===== config.mk =====
export PLATFORM = sky130hd
export DESIGN_NAME = lfsr_gen
export DESIGN_NICKNAME = d
export VERILOG_FILES = /design/src/rtl/lfsr_gen.sv
export SDC_FILE = /design/constraint.sdc
export NUM_CORES = 1
export LEC_CHECK = 0
export BUFFER_PORTS_ARGS = -buffer_cell sky130_fd_sc_hd__buf_2
export CAP_MARGIN = 5
export CORE_ASPECT_RATIO = 2
export CORE_MARGIN = 4
export CORE_UTILIZATION = 45
export CTS_CLUSTER_DIAMETER = 200
export DETAILED_ROUTE_END_ITERATION = 6
export PLACE_DENSITY = 0.74
export REMOVE_ABC_BUFFERS = 1
export SLEW_MARGIN = 20
export SYNTH_ARGS = -nofsm -noshare
export SYNTH_HDL_FRONTEND = slang
export SYNTH_SLANG_ARGS = --single-unit

===== constraint.sdc =====
create_clock -name clk -period 2.4 [get_ports clk]
set_input_delay 0.72 -clock clk [delete_from_list [all_inputs] [get_ports clk]]
set_output_delay 0.72 -clock clk [all_outputs]
set_load 0.05 [all_outputs]

===== src/rtl/lfsr_gen.sv =====
// Parametrised Fibonacci LFSR with multi-bit stepping, runtime-loadable start state,
// all-zero load protection and a period counter that pulses wrap on return to start.
module lfsr_gen #(
    parameter int              WIDTH = 17,
    parameter logic [WIDTH-1:0] TAPS = 17'h12000,
    parameter logic [WIDTH-1:0] SEED = 17'h0002B,
    parameter int              STEP  = 1
) (
    input  logic             clk,
    input  logic             rst_n,
    input  logic             en,
    input  logic             load,
    input  logic [WIDTH-1:0] load_val,
    output logic [WIDTH-1:0] q,
    output logic [STEP-1:0]  bits_out,
    output logic [WIDTH-1:0] step_cnt,
    output logic             wrap,
    output logic             err
);

    localparam logic [WIDTH-1:0] ONE = {{(WIDTH-1){1'b0}}, 1'b1};

    logic [WIDTH-1:0] q_reg;
    logic [WIDTH-1:0] start_reg;
    logic [WIDTH-1:0] step_cnt_reg;
    logic             wrap_reg;
    logic             err_reg;
    logic [WIDTH-1:0] q_next;
    logic             hit_start;

    function automatic logic [WIDTH-1:0] shift1(input logic [WIDTH-1:0] s);
        return {s[WIDTH-2:0], ^(s & TAPS)};
    endfunction

    // STEP single-bit shifts unrolled into one combinational cycle; newest bit at index 0.
    always_comb begin
        q_next = q_reg;
        for (int i = 0; i < STEP; i++) begin
            q_next = shift1(q_next);
        end
    end

    assign hit_start = (q_next == start_reg);

    always_ff @(posedge clk or negedge rst_n) begin
        if (!rst_n) begin
            q_reg        <= SEED;
            start_reg    <= SEED;
            step_cnt_reg <= '0;
            wrap_reg     <= 1'b0;
            err_reg      <= 1'b0;
        end else if (load) begin
            // A zero load would lock the register; substitute SEED and flag it.
            if (load_val != '0) begin
                q_reg     <= load_val;
                start_reg <= load_val;
                err_reg   <= 1'b0;
            end else begin
                q_reg     <= SEED;
                start_reg <= SEED;
                err_reg   <= 1'b1;
            end
            step_cnt_reg <= '0;
            wrap_reg     <= 1'b0;
        end else if (en) begin
            q_reg    <= q_next;
            wrap_reg <= hit_start;
            err_reg  <= 1'b0;
            if (hit_start) begin
                step_cnt_reg <= '0;
            end else begin
                step_cnt_reg <= step_cnt_reg + ONE;
            end
        end else begin
            wrap_reg <= 1'b0;
            err_reg  <= 1'b0;
        end
    end

    assign q        = q_reg;
    assign bits_out = q_reg[STEP-1:0];
    assign step_cnt = step_cnt_reg;
    assign wrap     = wrap_reg;
    assign err      = err_reg;

endmodule


# Word level (Yosys, flattened, before mapping)
# Index checks and enable logic that the tools add are counted.
dict set report word_totals {
  ff_bits 53
  in_bits 21
}
dict set report op_classes {
  eq_ne 1
  addsub 1
  mux 10
  n_reduce_logical 3
}
# operator count
set ops {}
lappend ops {{17-bit 2-to-1 mux} 6}
lappend ops {{17-bit by 1-bit adder with 17-bit output (second input constant)} 1}
lappend ops {{17-bit == test} 1}
lappend ops {{17-bit nonzero test} 1}
lappend ops {{17-bit XOR reduction} 1}
lappend ops {{1-bit 2-to-1 mux} 4}
lappend ops {{2-bit nonzero test} 1}

# Depth between registers and ports, before layout
dict set report logic_depth {
  ltp_word 5
  ltp_mapped 6
}

# Worst setup path after synthesis
# Ideal clock, no wire load.
dict set report synth_path {
  path_kind {reg-to-reg}
  from {reg q_reg[10] (netlist: q[10])}
  to {reg step_cnt_reg[15] (netlist: step_cnt[15])}
  required_time_ns 2.258
  path_buffers 1
  stages_incl_launch_ff 7
  slack_ns 0.442
  arrival_time_ns 1.816
  synth_period_minus_slack_ns 1.958
  cell_sequence {dfrtp_1 -> xor2_1 -> nor4_1 -> nand4_2 -> buf_6 -> o311ai_2 -> o41ai_1}
}
dict set report synth_between {
  elab_chain_cells 4
}
# item line
set synth_rtl {}
lappend synth_rtl {{start, declared} 23} ;# logic [WIDTH-1:0] q_reg;
lappend synth_rtl {{start signal, assigned} 55} ;# q_reg <= load_val;
lappend synth_rtl {{start signal, assigned} 66} ;# q_reg <= q_next;
lappend synth_rtl {{17-bit == test} 43} ;# assign hit_start = (q_next == start_reg);
lappend synth_rtl {{17-bit 2-to-1 mux} 69} ;# if (hit_start) begin
lappend synth_rtl {{17-bit 2-to-1 mux} 65} ;# end else if (en) begin
lappend synth_rtl {{17-bit 2-to-1 mux} 52} ;# end else if (load) begin
lappend synth_rtl {{end signal, assigned} 72} ;# step_cnt_reg <= step_cnt_reg + ONE;
lappend synth_rtl {{end, declared} 25} ;# logic [WIDTH-1:0] step_cnt_reg;
# Every way passes these cells. The select of a mux whose other input is x is not followed.
# A chain may end at the register's enable or synchronous reset.

# Worst setup path after layout
# Ends and elaborated chain as after synthesis.

==> impl_metrics.yaml <==
worst_hold_path:
  hold_class: "primary input to async pin"
clock_tree:
  htree_levels: 2
  worstSkewPairLatency_ns: 0.29
  cts_buffers: 5
  cts-root-buf: "clkbuf_16"
  cts_tree: "built"
  cts.hold.buffers_added: 0
  clkTransAtPathRegs_ns: 0.07
  cts_setup_buffers: 0
  clock_path_buffers: 2
  cts_resized: 0
  cts.sinks: 53
logic_synthesis:
  synthFlopType: "dfrtp_1"
  synth_warnings: 0
  synth.distinct_cells: 44
  ys_ff_latch: 53
  synth_cells: 308
  syn_area_um2: 2870
  synth_edf_count: 0
  synth-async-reset-ratio_pct: 100
  synth-seq-area-share_pct: 46.6
  syn_area_per_cell_um2: 9.31
grt:
  grt_pass1_vias: 2473
  met1_usage_pct: 20.1
  grt_overflow: 0
  track_usage_pct: 19.2
  grt_antenna_before_repair: 0
  grt_use_met3_pct: 4.17
  gr-usage-met2_pct: 36.4
  grt_max_degree: 65
  busiest_layer: "met2"
  grt_pass1_wl_mm: 11.6
setup_path:
  crit_family: "simple AND/OR/NAND/NOR gates"
  start_kind: "register"
  cp_cell_sequence: "xor2_1 -> nor4_1 -> nand4_2 -> buf_4 -> o311ai_2 -> o41ai_1"
  arrival_ns: 2.21
  critPathBufInv: 1
  crit_required_ns: 2.57
  cp_max_fo: 9
  worst_path_largest_cell_delay_ns: 0.44
  crit_type: "register to register"
  critPathSlowestCell: "dfrtp_1"
  end_kind: "register"
floorplanning:
  die_h_um: 121
  io_pins: 58
  core-area_um2: 6110
  start_util_pct: 46.9
  die_w_um: 64.4
  die_area_um2: 7790
  rows: 40
layout:
  num-fill-cells: 583
  num_antenna_cells: 0
  final_layout_size_suffix_gt1_share_pct: 24.4
  area_growth_pct: 19.3
  final_util_pct: 56.0
  fin_nets: 386
timing:
  worst_slew_pin_slew_ns: 0.759
  period_share_pct: 85.2
  drv_slew: 0
  finalSetupViolations: 0
  period_needed_ns: 2.05
  finalHoldViolCount: 0
  setup_ws_ns: 0.355
  rsz0062_at_grt: "no"
  fin_skew_ns: 0.00516
  fmax_ghz: 0.489
  finalSetupTns_ns: 0
  max-slew-margin-rel_pct: 49.2
power:
  p_leak_nw: 1.60
  ir_drop_uv: 566
  powerDensity_nw_per_um2: 672
run_status:
  status: "completed"
detailed_routing:
  drc: 0
  num_vias: 2517
  avgRoutedWirePerCell_um: 16.0
  drtAntennaViolNets: 0
  avgViaCountPerCell: 5.61
  drt-initial-drc-count: 201
  drtPass1Iterations: 4
  drt_wl_total_mm: 7.17
job:
  drv_cap: 0
placement:
  dp_slack_ns: 0.168
  numPortBuffers: 57
  dpl.hpwl_mm: 5.28
  place.gp.congestion: 0.859
## power by group
part	internal [W]	switching, W	total [W]
clock	0.000491	0.000313	0.000803
combinational	0.000136	0.000330	0.000466
sequential	0.000964	0.0000651	0.00103
## cell families after synthesis
family                   synth area share (%)
multiplexers                             7.07
XOR/XNOR                                 5.76
AO/OA/AOI/OAI                            16.9
buffers and inverters                    5.72
adder cells (fa/ha/maj)                 0.436
AND/OR/NAND/NOR                          17.5
flip-flops                               46.6
## per-layer routing
metal / vias to the layer above / part of all wire (%)
li1: 1214 / -
met1: 1221 / 37
met2: 72 / 56
met3: 10 / 5.0
met4: 0 / 1.8
met5: - / 0
## worst register-to-register path, stage by stage (launching register included)
cell and delay, ns:
dfrtp_1 0.44, xor2_1 0.20, nor4_1 0.37, nand4_2 0.32, buf_4 0.27, o311ai_2 0.22
o41ai_1 0.11
## cells in the mapped netlist (2+ instances only)
cell,count,share of area [%]
o22ai_1,2,0.44
o211ai_1,9,2.4
dfstp_2,8,7.3
and3_1,4,0.87
nor2_1,13,1.7
nor4_2,3,1.3
nand2_1,40,5.2
dfrtp_1,45,39
nor3_1,5,0.87
buf_1,2,0.26
mux2i_1,18,6.3
inv_1,21,2.8
buf_2,5,0.87
clkbuf_1,8,1.0
nand4_1,5,1.1
mux2_2,2,0.79
nor2b_1,2,0.44
a21oi_1,9,1.6
nor4_1,13,2.8
xor2_1,16,4.9
o22a_1,4,1.2
a31oi_1,7,1.5
o2111ai_1,4,1.2
nand3_1,8,1.4
o21ai_1,4,0.70
o21ai_0,33,5.8
## final cells by class
type | count | area [um^2] | area share [%]
inverters | 22 | 82.6 | 2.41
multi-input cells | 216 | 1370 | 40.0
repair buffers | 66 | 365 | 10.7
flip-flops and latches | 53 | 1340 | 39.1
well taps | 84 | 105 | 3.07
clock inverters | 2 | 35.0 | 1.02
clock buffers | 6 | 129 | 3.77
## through the flow
step	power, W	instance area (um^2)	instances	hold slack (ns)
floorplan	0.00133	2790	291	0.424
global placement	0.00150	3260	441	0.499
detailed placement	0.00151	3260	441	0.509
CTS	0.00232	3420	449	0.385
global route	0.00240	3420	449	0.411
finish	0.00230	3420	449	0.380
## placed cells by master (no fill, tap or decap), drive strengths merged, types with 2 or more instances in the layout
cell | synthesis | routed
clkbuf | 8 | 6
a31oi | 7 | 7
clkinv | 1 | 2
dfstp | 8 | 8
inv | 21 | 21
o21ai | 37 | 37
xor2 | 16 | 16
o211ai | 9 | 9
xnor2 | 2 | 2
nand2 | 40 | 40
mux2i | 18 | 18
o2111ai | 4 | 4
dfrtp | 45 | 45
a21oi | 9 | 9
and3 | 4 | 4
o22a | 4 | 4
buf | 9 | 66
nand4 | 6 | 6
o22ai | 2 | 2
nor2 | 13 | 13
mux2 | 2 | 2
nor3 | 5 | 5
nor2b | 2 | 2
nand3 | 8 | 8
nor4 | 16 | 16
## path summary, 6_finish.rpt
kind | end | startpoint | depth (start not counted) | slack [ns]
worst max-delay path | step_cnt[15]$_DFFE_PN0P_ | q[10]$_DFFE_PN0P_ | 6 | 0.35
worst min-delay path | step_cnt[3]$_DFFE_PN0P_ | rst_n | 1 | 0.38
worst max register to register | step_cnt[15]$_DFFE_PN0P_ | q[10]$_DFFE_PN0P_ | 6 | 0.35
worst min register to register | step_cnt[15]$_DFFE_PN0P_ | step_cnt[15]$_DFFE_PN0P_ | 1 | 0.52
max in group asynchronous | start_reg[3]$_DFFE_PN1P_ | rst_n | 2 | 1.34
min in group clk | step_cnt[15]$_DFFE_PN0P_ | step_cnt[15]$_DFFE_PN0P_ | 1 | 0.52
No activity file was read; power rests on OpenSTA's default activity.
